<file path="config.mk">
export PLATFORM = sky130hd
export DESIGN_NAME = rca_seq_addsub
export DESIGN_NICKNAME = d
export VERILOG_FILES = /design/src/rtl/rca_seq_addsub.sv
export SDC_FILE = /design/constraint.sdc
export NUM_CORES = 1
export LEC_CHECK = 0
export CAP_MARGIN = 10
export CORE_MARGIN = 2
export CORE_UTILIZATION = 30
export CTS_BUF_LIST = sky130_fd_sc_hd__clkbuf_16
export DETAILED_ROUTE_END_ITERATION = 12
export GPL_ROUTABILITY_DRIVEN = 0
export PLACE_DENSITY = 0.65
export SLEW_MARGIN = 30
export SYNTH_ARGS = -nofsm -noshare
export SYNTH_HDL_FRONTEND = slang
export SYNTH_SLANG_ARGS = --single-unit
</file>
<file path="constraint.sdc">
create_clock -name clk -period 4.5 [get_ports clk]
set_input_delay 1.35 -clock clk [delete_from_list [all_inputs] [get_ports clk]]
set_output_delay 1.35 -clock clk [all_outputs]
set_load 0.005 [all_outputs]
</file>
<file path="src/rtl/rca_seq_addsub.sv">
// Digit-serial add/subtract unit. One CHUNK-bit ripple slice is reused over
// WIDTH/CHUNK cycles with a registered carry between chunks. Operands are
// captured on the input handshake and the result is held until the output
// handshake.
module rca_seq_addsub #(
    parameter int WIDTH = 36,
    parameter int CHUNK = 4
) (
    input  logic             clk,
    input  logic             rst,
    input  logic             in_valid,
    output logic             in_ready,
    input  logic [WIDTH-1:0] a,
    input  logic [WIDTH-1:0] b,
    input  logic             cin,
    input  logic             sub,
    output logic             out_valid,
    input  logic             out_ready,
    output logic [WIDTH-1:0] s,
    output logic             cout,
    output logic             ovf
);

    localparam int NCHUNK = WIDTH / CHUNK;
    localparam int IDXW   = (NCHUNK > 1) ? $clog2(NCHUNK) : 1;
    localparam logic [IDXW-1:0] LAST = IDXW'(NCHUNK - 1);

    // Operand width must split into whole chunks.
    generate
        if (WIDTH % CHUNK != 0) begin : g_bad_chunk
            $error("rca_seq_addsub: WIDTH must be a multiple of CHUNK");
        end
    endgenerate

    typedef enum logic [1:0] {IDLE, RUN, DONE} state_t;

    state_t            state_q, state_d;
    logic [WIDTH-1:0]  a_q, a_d;
    logic [WIDTH-1:0]  b_q, b_d;      // already inverted for subtract
    logic [WIDTH-1:0]  s_q, s_d;
    logic [IDXW-1:0]   idx_q, idx_d;
    logic              carry_q, carry_d;
    logic              cout_q, cout_d;
    logic              ovf_q, ovf_d;
    logic              in_ready_q, in_ready_d;
    logic              out_valid_q, out_valid_d;

    logic [CHUNK-1:0]  a_k, b_k;
    logic [CHUNK:0]    sum_k;
    logic              c_msb;          // carry into the top bit of the chunk

    // Shared ripple slice for the current chunk.
    assign a_k   = a_q[idx_q*CHUNK +: CHUNK];
    assign b_k   = b_q[idx_q*CHUNK +: CHUNK];
    assign sum_k = {1'b0, a_k} + {1'b0, b_k} + {{CHUNK{1'b0}}, carry_q};
    assign c_msb = sum_k[CHUNK-1] ^ a_k[CHUNK-1] ^ b_k[CHUNK-1];

    // Next-state logic: accept in IDLE, one chunk per cycle in RUN, hold in DONE.
    always_comb begin
        state_d  = state_q;
        a_d      = a_q;
        b_d      = b_q;
        s_d      = s_q;
        idx_d    = idx_q;
        carry_d  = carry_q;
        cout_d   = cout_q;
        ovf_d    = ovf_q;
        case (state_q)
            IDLE: begin
                if (in_valid) begin
                    a_d     = a;
                    b_d     = sub ? ~b : b;
                    carry_d = sub ? 1'b1 : cin;
                    idx_d   = '0;
                    state_d = RUN;
                end
            end
            RUN: begin
                s_d[idx_q*CHUNK +: CHUNK] = sum_k[CHUNK-1:0];
                carry_d = sum_k[CHUNK];
                idx_d   = idx_q + IDXW'(1);
                if (idx_q == LAST) begin
                    cout_d  = sum_k[CHUNK];
                    ovf_d   = c_msb ^ sum_k[CHUNK];
                    idx_d   = '0;
                    state_d = DONE;
                end
            end
            DONE: begin
                if (out_ready) state_d = IDLE;
            end
            default: state_d = IDLE;
        endcase
        in_ready_d  = (state_d == IDLE);
        out_valid_d = (state_d == DONE);
    end

    // State and output registers; reset aborts any operation in flight.
    always_ff @(posedge clk or posedge rst) begin
        if (rst) begin
            state_q     <= IDLE;
            a_q         <= '0;
            b_q         <= '0;
            s_q         <= '0;
            idx_q       <= '0;
            carry_q     <= 1'b0;
            cout_q      <= 1'b0;
            ovf_q       <= 1'b0;
            in_ready_q  <= 1'b1;
            out_valid_q <= 1'b0;
        end else begin
            state_q     <= state_d;
            a_q         <= a_d;
            b_q         <= b_d;
            s_q         <= s_d;
            idx_q       <= idx_d;
            carry_q     <= carry_d;
            cout_q      <= cout_d;
            ovf_q       <= ovf_d;
            in_ready_q  <= in_ready_d;
            out_valid_q <= out_valid_d;
        end
    end

    assign in_ready  = in_ready_q;
    assign out_valid = out_valid_q;
    assign s         = s_q;
    assign cout      = cout_q;
    assign ovf       = ovf_q;

endmodule

</file>
### Yosys cells after proc, flatten, opt, wreduce, memory -nomap -nowiden

Cells that the tools add are included.

* $add $sub $neg: 4
* equality and inequality tests: 5
* shifts and indexed selects: 4
* mux-type cells: 12
* bitwise gates (word level): 4
* reductions and logical operators: 6

Operators with widths (count)
* variable part select 36 x 7 -> 4 bit: 2
* bitwise mux 36 bit: 1
* two-way mux 36 bit: 1
* NOT 36 bit: 1
* variable shift 4 x 34 -> 36 bit (first input constant): 1
* variable part select 4 x 34 -> 36 bit: 1
* negation 6 -> 34 bit: 1
* two-way mux 4 bit: 2
* case mux 4 bit (2 select lines): 1
* two-way mux 2 bit: 3
* case mux 2 bit (3 select lines): 1
* AND reduction 2 bit: 3
* adder 4 x 4 -> 5 bit: 1
* adder 5 x 1 -> 5 bit: 1
* adder 4 x 1 -> 4 bit (second input constant): 1
* == test 2 bit (second input constant): 2
* == test 4 bit (second input constant): 1
* logical NOT 2 bit: 2
* bitwise XOR 1 bit: 3
* == test 2 x 1 -> 1 bit (second input constant): 1
* two-way mux 1 bit: 2
* != test 2 bit (second input constant): 1
* case mux 1 bit (2 select lines): 1
* nonzero test 2 bit: 1

* flip-flop bits (word level): 119
* bits of input ports: 78
* word-level logic and storage cells: 45

### Depth between registers and ports, before layout

Gate-level depths: netlist (run 1).

* word-level depth: 6
* mapped depth: 14
* mapped depth without buffers: 11

### Least setup slack after synthesis (run 1)

OpenSTA, ideal clock, no wires.

* path type: flip-flop to flip-flop
* start: register idx_q[0]
* end: register ovf_q (netlist: ovf)
* setup time: 0.124 ns
* data arrival time: 3.194 ns
* data required time: 4.376 ns
* setup slack: 1.182 ns
* stages on the path, launching flop included: 14
* period minus slack after synthesis: 3.318 ns
* cell sequence: dfrtp_1 -> buf_6 -> buf_6 -> buf_2 -> mux4_2 -> inv_1 -> o22ai_1 -> fa_1 -> fa_1 -> mux2_2 -> a31oi_1 -> o32ai_1 -> xnor2_1 -> o21ai_1

* word-level cells in the longest chain between the ends: 6

Ends and longest elaborated chain
* start: declaration: line 41 `logic [IDXW-1:0] idx_q, idx_d;`
* start signal: assignment: line 116 `idx_q <= idx_d;`
* variable part select 36 x 7 -> 4 bit, on equally long branches: line 53, 54
* adder 4 x 4 -> 5 bit: line 55 `assign sum_k = {1'b0, a_k} + {1'b0, b_k} + {{CHUNK{1'b0}}, carry_q};`
* adder 5 x 1 -> 5 bit: line 55
* bitwise XOR 1 bit (2 in series): line 56 `assign c_msb = sum_k[CHUNK-1] ^ a_k[CHUNK-1] ^ b_k[CHUNK-1];`
* bitwise XOR 1 bit: line 84 `ovf_d = c_msb ^ sum_k[CHUNK];`
* end signal: assignment: line 119 `ovf_q <= ovf_d;`
* end: declaration: line 44 `logic ovf_q, ovf_d;`

Several ways; a longest one is shown, not always the timed one.
A chain may end at the register's enable or synchronous reset.

### Worst setup path in the final report (run 1)

* start: register idx_q[0]
* end: register s_q[18] (netlist: s[18])

* word-level cells in the longest chain between the ends: 5

Ends and longest elaborated chain
* variable part select 36 x 7 -> 4 bit, on equally long branches: line 53, 54
* adder 4 x 4 -> 5 bit: line 55
* adder 5 x 1 -> 5 bit: line 55
* variable part select 4 x 34 -> 36 bit: line 79 `s_d[idx_q*CHUNK +: CHUNK] = sum_k[CHUNK-1:0];`
* bitwise mux 36 bit *: line 79
* end signal: assignment: line 104 `s_q <= '0;`
* end signal: assignment: line 115 `s_q <= s_d;`
* end: declaration: line 40 `logic [WIDTH-1:0] s_q, s_d;`

Every way passes the cells marked *; elsewhere a longest branch is shown, timed or not.

==> summary.txt, run 1 <==
Run status
  – Status: finished clean

Run
  – Max-Cap Viols: 0

Setup path
  – FF-to-FF setup slack: 0.85 ns
  – Top Family by Delay on Critical Path: adder cells
  – RR Endpoint: s[18]
  – Crit. End Element: flop
  – CP Cell Sequence: mux4_2, a22oi_1, o22ai_1, fa_1, fa_1, xnor2_1, nor3_1, mux2_2
  – CP max stage cell: dfrtp_2
  – Worst Path Buf+Inv: 0
  – Worst r2r src: idx_q[0]
  – Crit path kind: reg -> reg
  – Critical Path AT: 3.95 ns
  – CP Max Fanout: 17
  – R2r worst-path depth: 8
  – Crit path launch type: flop
  – Most used cell, CP: fa_1
  – Critical path required time: 4.80 ns
  – Critical Path Max Stage Delay: 0.73 ns

Yosys
  – Cell Area, Synth: 5760 um2
  – Post-synthesis instance total: 492
  – Synth Register Bits: 119
  – Top cell type's share of synthesized area: 51.3%
  – Post-synth top area cell: dfrtp_1
  – Average instance area after synthesis: 11.7 um2
  – EDFF count, synth: 0
  – Asr flop ratio synth: 100%
  – Ys flop type: dfrtp_1
  – Post-synthesis sequential area ratio: 51.7%
  – Yosys cell types: 48
  – Warning count from the yosys run: 0
  – Synthesized net count: 580
  – Most common cell in the netlist: dfrtp_1
  – Synth top cells by count: 118 x dfrtp_1, 60 x mux2_2, 51 x nor2_1
  – Top post-synthesis cells by area: dfrtp_1 51%, mux2_2 12%, xnor2_1 5.9%

Finish
  – Area delta synth->final: 35.6%
  – # fillers: 1776
  – N_diodes: 0
  – Sequential cell area: 2980 um2
  – Layout cell share with drive strength beyond 1: 19.4%
  – Footprint of the multi-input gates: 2600 um2
  – Post-route cell area: 7810 um2
  – Util after Layout: 41.6%
  – Final #Nets: 695

GRT
  – Initial antenna violation count: 0
  – GRT Overall Usage: 15.0%
  – Global route overflow: 0
  – Number of global-route vias before repair: 4437
  – First-pass GRT wire length: 23400 um
  – Largest net degree at the start of global routing: 109

Route
  – Vias: 4107
  – Final WL: 14300 um
  – Final ANT Viol Nets: 0
  – Wire per inst: 16.7 um
  – Via/cell ratio: 4.81
  – Drt drc: 0
  – Initial DRC count: 193
  – DRT Pass-1 Iters: 4

Die
  – Top-Level Pins: 118
  – Initial core utilization: 30.7%
  – Die X: 143 um
  – Core box area: 18800 um2
  – Die ar.: 20300 um2
  – Num rows: 50
  – Die Y: 143 um

Clock tree
  – # clock sinks: 119
  – Worst-Skew Late Latency: 0.42 ns
  – Post-CTS Setup Bufs: 0
  – Clock slew at reported path FFs: 0.06 ns
  – Post-cts sizing count: 0
  – TritonCTS clock tree: yes
  – Root Buffer: clkbuf_16
  – H-tree levels: 4
  – CTS Buffer Depth: 2
  – Total CTS buffers: 17
  – Post-CTS Hold Fix Bufs: 0

STA
  – Setup violators final: 0
  – Tmin final: 3.65 ns
  – Relative slew slack: 46.2%
  – Worst hold slack: 0.477 ns
  – Final Hold Vio Count: 0
  – Fin Setup TNS: 0 ns
  – Tcrit/Tclk final: 81.2%
  – FMAX: 274 MHz
  – Slew Limit Fails: 0
  – Least-Margin Pin Slew: 0.806 ns
  – RSZ-0062 raised after global routing: no
  – Worst Skew: 0.0160 ns

Pwr
  – Worst vdd rail ir drop: 407 uV
  – Post-layout power: 6.33 mW
  – Pwr/cell area: 811 nW/um2
  – Pleak: 3.24 nW

Min path
  – Worst Hold Launch: cout
  – Hold Path Class: reg -> reg
  – Hold path cells: 2
  – Hold EP: cout

Placed design
  – Final HPWL DP: 10500 um
  – Placed Area: 7160 um2
  – IO Port Bufs: 117
layout by cell type (no fill, tap or decap), types with 4 or more instances in the layout:
master / synthesis / layout
nor2_1: 51 / 51
clkbuf_16: 0 / 17
nand2_1: 38 / 38
mux2_2: 60 / 60
bufinv_16: 0 / 6
mux4_2: 14 / 14
clkdlybuf4s50_1: 0 / 116
nand3_1: 5 / 5
ha_1: 8 / 8
a21oi_1: 40 / 40
o22ai_1: 6 / 6
inv_1: 12 / 15
o21ai_0: 20 / 20
a22oi_1: 7 / 7
nor3_1: 5 / 5
buf_4: 1 / 5
xnor2_1: 39 / 39
clkinv_2: 0 / 4
dfrtp_1: 118 / 117
power breakdown:
part | switching, mW | internal (mW) | total [mW]
Combinational | 1.50 | 1.44 | 2.94
Sequential | 0.353 | 1.55 | 1.90
Clock | 0.465 | 1.02 | 1.49
Total | 2.31 | 4.02 | 6.33
cells by family after synthesis:
kind of cell	after synthesis	synth area share [%]
AOI/OAI and AO/OA	85	8.82
adders and majority gates	10	2.43
muxes	78	18.2
buffers and inverters	39	3.15
DFF	119	51.7
and+or+nand+nor	119	9.17
xor gates and xnor gates	42	6.52
worst max-delay path by stage:
stage,startpoint,end,cells past startpoint
6_report,idx_q[0],s[18],8
5_1_grt,idx_q[0],s[35],9
4_1_cts,idx_q[0],s[18],8
3_5_place_dp,idx_q[0],s[18],8
3_3_place_gp,idx_q[0],s[18],8
2_1_floorplan,idx_q[0],ovf,13
layout make-up:
type                            count  area share (%)
Inverter                           12           0.625
Multi-Input combinational cell    334            33.3
Clock inverter                     15            2.80
Tap cell                          234            3.75
Timing Repair Buffer              123            15.9
Clock buffer                       17            5.45
Sequential cell                   119            38.2
tightest hold or removal path, delay by kind of cell (launching register included):
kind / cells / cell delay (ns)
AND/OR/NAND/NOR: 1 / 0.05
flip-flops: 1 / 0.34
AO/OA/AOI/OAI: 1 / 0.06
flip-flops by register name, summed over array words and instances, names as in the netlist:
register,flops
cout,1
s,36
ovf,1
b_q,36
out_valid,1
idx_q,4
state_q,2
carry_q,1
a_q,36
in_ready,1
per-stage QoR:
step                      cells  setup slack, ns
after global routing        854            0.628
after global placement      822            0.929
after CTS                   854            0.845
after floorplan             492             1.18
after detailed placement    822            0.861
final                       854            0.845
metal layers:
layer	global-route usage [%]	wire, um	share of wire [%]	up-vias
li1	-	-	-	1941
met1	18.2	6080	43	2042
met2	25.7	7380	52	108
met5	0	0	0	-
met3	4.07	643	4.5	16
met4	5.47	178	1.2	0
No activity file was read; power rests on OpenSTA's default activity.
==> inputs of run 2 (changes only) <==
--- a/config.mk
+++ b/config.mk
@@ -11,7 +11,7 @@
 export CTS_BUF_LIST = sky130_fd_sc_hd__clkbuf_16
 export DETAILED_ROUTE_END_ITERATION = 12
 export GPL_ROUTABILITY_DRIVEN = 0
-export PLACE_DENSITY = 0.65
+export PLACE_DENSITY = 0.63
 export SLEW_MARGIN = 30
 export SYNTH_ARGS = -nofsm -noshare
 export SYNTH_HDL_FRONTEND = slang
==> constraint.sdc (replaced) <==
create_clock -name clk -period 3.5 [get_ports clk]
set_input_delay 1.05 -clock clk [delete_from_list [all_inputs] [get_ports clk]]
set_output_delay 1.05 -clock clk [all_outputs]
set_load 0.005 [all_outputs]
==> run 2 against run 1 <==
  * Fmax rose by 11%
  * Die area unchanged
  * Count of clock-buffer cells in the layout did not move
  * Total power grew 28%
  * Global-route usage fell by 0.47 points
  * Critical path type unchanged
  * Register-to-register slack got worse by 0.64 ns
  * Non-clock buffer count up 8
  * Clock power grew 26%
==> summary.txt, run 2 (synthesis results as in run 1) <==
Run status
  – Status: finished clean (unchanged)

Placed design
  – Placed Area: 7230 um2 (was 7160 um2)
  – Final HPWL DP: 10600 um (was 10500 um)
  – Dpl ws: 0.0885 ns (was 0.861 ns)
  – IO Port Bufs: 117 (unchanged)

Route
  – Final ANT Viol Nets: 0 (unchanged)
  – Vias: 4063 (was 4107)
  – Initial DRC count: 192 (was 193)
  – DRT Pass-1 Iters: 4 (unchanged)
  – Wire per inst: 16.2 um (was 16.7 um)
  – Drt drc: 0 (unchanged)
  – Via/cell ratio: 4.72 (was 4.81)
  – Final WL: 14000 um (was 14300 um)

STA
  – FMAX: 303 MHz (was 274 MHz)
  – Worst Skew: 0.00786 ns (was 0.0160 ns)
  – Slew Limit Fails: 0 (unchanged)
  – Least-Margin Pin Slew: 0.637 ns (was 0.806 ns)
  – Final Hold Vio Count: 0 (unchanged)
  – Tmin final: 3.30 ns (was 3.65 ns)
  – Fin Setup TNS: 0 ns (unchanged)
  – Relative slew slack: 57.5% (was 46.2%)
  – RSZ-0062 raised after global routing: no (unchanged)
  – Setup violators final: 0 (unchanged)
  – Worst hold slack: 0.482 ns (was 0.477 ns)
  – Tcrit/Tclk final: 94.1% (was 81.2%)
  – Min setup slack post-route: 0.205 ns (was 0.845 ns)

Pwr
  – Pleak: 3.26 nW (was 3.24 nW)
  – Worst vdd rail ir drop: 611 uV (was 407 uV)
  – Pwr/cell area: 1030 nW/um2 (was 811 nW/um2)

Min path
  – Hold path cells: 2 (unchanged)
  – Worst Hold Launch: s[24] (was cout)
  – Hold EP: s[24] (was cout)
  – Hold Path Class: reg -> reg (unchanged)

Die
  – Die Y: 143 um (unchanged)
  – Die X: 143 um (unchanged)
  – Core box area: 18800 um2 (unchanged)
  – Top-Level Pins: 118 (unchanged)
  – Num rows: 50 (unchanged)
  – Initial core utilization: 30.7% (unchanged)
  – Die ar.: 20300 um2 (unchanged)

Setup path
  – R2r worst-path depth: 11 (was 8)
  – CP max stage cell: mux4_2 (was dfrtp_2)
  – RR Endpoint: ovf (was s[18])
  – Top Family by Delay on Critical Path: adder cells (unchanged)
  – Critical path required time: 3.80 ns (was 4.80 ns)
  – FF-to-FF setup slack: 0.20 ns (was 0.85 ns)
  – Worst r2r src: idx_q[0] (unchanged)
  – CP Max Fanout: 8 (was 17)
  – CP Cell Sequence: buf_4, mux4_2, inv_1, o22ai_1, fa_1, fa_1, mux2_2, a31oi_1, o32ai_1, xnor2_1, o21ai_1 (was mux4_2, a22oi_1, o22ai_1, fa_1, fa_1, xnor2_1, nor3_1, mux2_2)
  – Crit path launch type: flop (unchanged)
  – Most used cell, CP: fa_1 (unchanged)
  – Critical Path Max Stage Delay: 0.52 ns (was 0.73 ns)
  – Critical Path AT: 3.59 ns (was 3.95 ns)
  – Worst Path Buf+Inv: 2 (was 0)
  – Crit. End Element: flop (unchanged)
  – Crit path kind: reg -> reg (unchanged)

GRT
  – Initial antenna violation count: 0 (unchanged)
  – GRT Overall Usage: 14.6% (was 15.0%)
  – Global route overflow: 0 (unchanged)
  – Largest net degree at the start of global routing: 109 (unchanged)
  – First-pass GRT wire length: 22700 um (was 23400 um)
  – Number of global-route vias before repair: 4322 (was 4437)

Finish
  – Area delta synth->final: 36.7% (was 35.6%)
  – Most frequent cells in the layout: 117 x dfrtp_1, 116 x clkdlybuf4s50_1, 60 x mux2_2 (unchanged)
  – Layout cell share with drive strength beyond 1: 20.7% (was 19.4%)
  – Most common cell after layout, fill and taps aside: dfrtp_1 (unchanged)
  – Final #Nets: 703 (was 695)
  – Post-route cell area: 7880 um2 (was 7810 um2)
  – N_diodes: 0 (unchanged)

Clock tree
  – Post-CTS Setup Bufs: 0 (unchanged)
  – Root Buffer: clkbuf_16 (unchanged)
  – Clock slew at reported path FFs: 0.05 ns (was 0.06 ns)
  – # clock sinks: 119 (unchanged)
  – TritonCTS clock tree: yes (unchanged)
  – H-tree levels: 4 (unchanged)
  – Total CTS buffers: 17 (unchanged)
  – CTS Buffer Depth: 2 (unchanged)
  – Worst-Skew Late Latency: 0.42 ns (about the same)

Run
  – Max-Cap Viols: 0 (unchanged)
run 2: metrics by stage:
step	total power [mW]	std cells	util (%)
after floorplan	4.99	492	-
after global placement	6.11	830	38.5
after detailed placement	6.27	830	38.5
after CTS	8.18	861	41.9
after global routing	8.72	861	42.0
final	8.12	861	42.0
run 2: how the worst max path moves through the flow:
stage | start | end | slack (ns) | cells after the start
finish | idx_q[0] | ovf | 0.20 | 11
global route | idx_q[0] | s[35] | 0.04 | 10
CTS | idx_q[0] | s[10] | 0.08 | 9
detailed placement | idx_q[0] | s[10] | 0.09 | 9
global placement | idx_q[0] | s[18] | 0.20 | 8
floorplan | idx_q[0] | ovf | 0.18 | 13
run 2: repair_timing:
action                                  in CTS  in global routing
endpoints found under the setup margin       0                  8
resized for setup                            0                  1
endpoints found under the hold margin        0                  0
hold buffers                                 0                  0
run 2: metal layers:
metal / part of all wire, % / track usage, %
met5: 0 / 0
met4: 1.5 / 4.17
met3: 4.6 / 4.14
met2: 51 / 24.7
met1: 43 / 18.1
run 2: final cells by class:
| cell class | instances | area (um2) |
|---|---|---|
| clock buffer | 17 | 425 |
| clock inverter | 14 | 208 |
| fill | 1778 | 10900 |
| inverter | 12 | 48.8 |
| multi-input combinational | 334 | 2610 |
| sequential | 119 | 2980 |
| tap | 234 | 293 |
| timing repair buffer | 131 | 1310 |
run 2: worst reg2reg max path: stages, from the launching register on:
cell and delay (ns):
dfrtp_2 0.49, buf_4 0.21, mux4_2 0.52, inv_1 0.08, o22ai_1 0.11, fa_1 0.48
fa_1 0.48, mux2_2 0.29, a31oi_1 0.18, o32ai_1 0.13, xnor2_1 0.15, o21ai_1 0.07
run 2: power by group:
group	leakage [nW]	switching, mW	internal, mW
clock	0.301	0.620	1.25
combinational	1.51	1.93	1.93
sequential	1.45	0.401	1.99
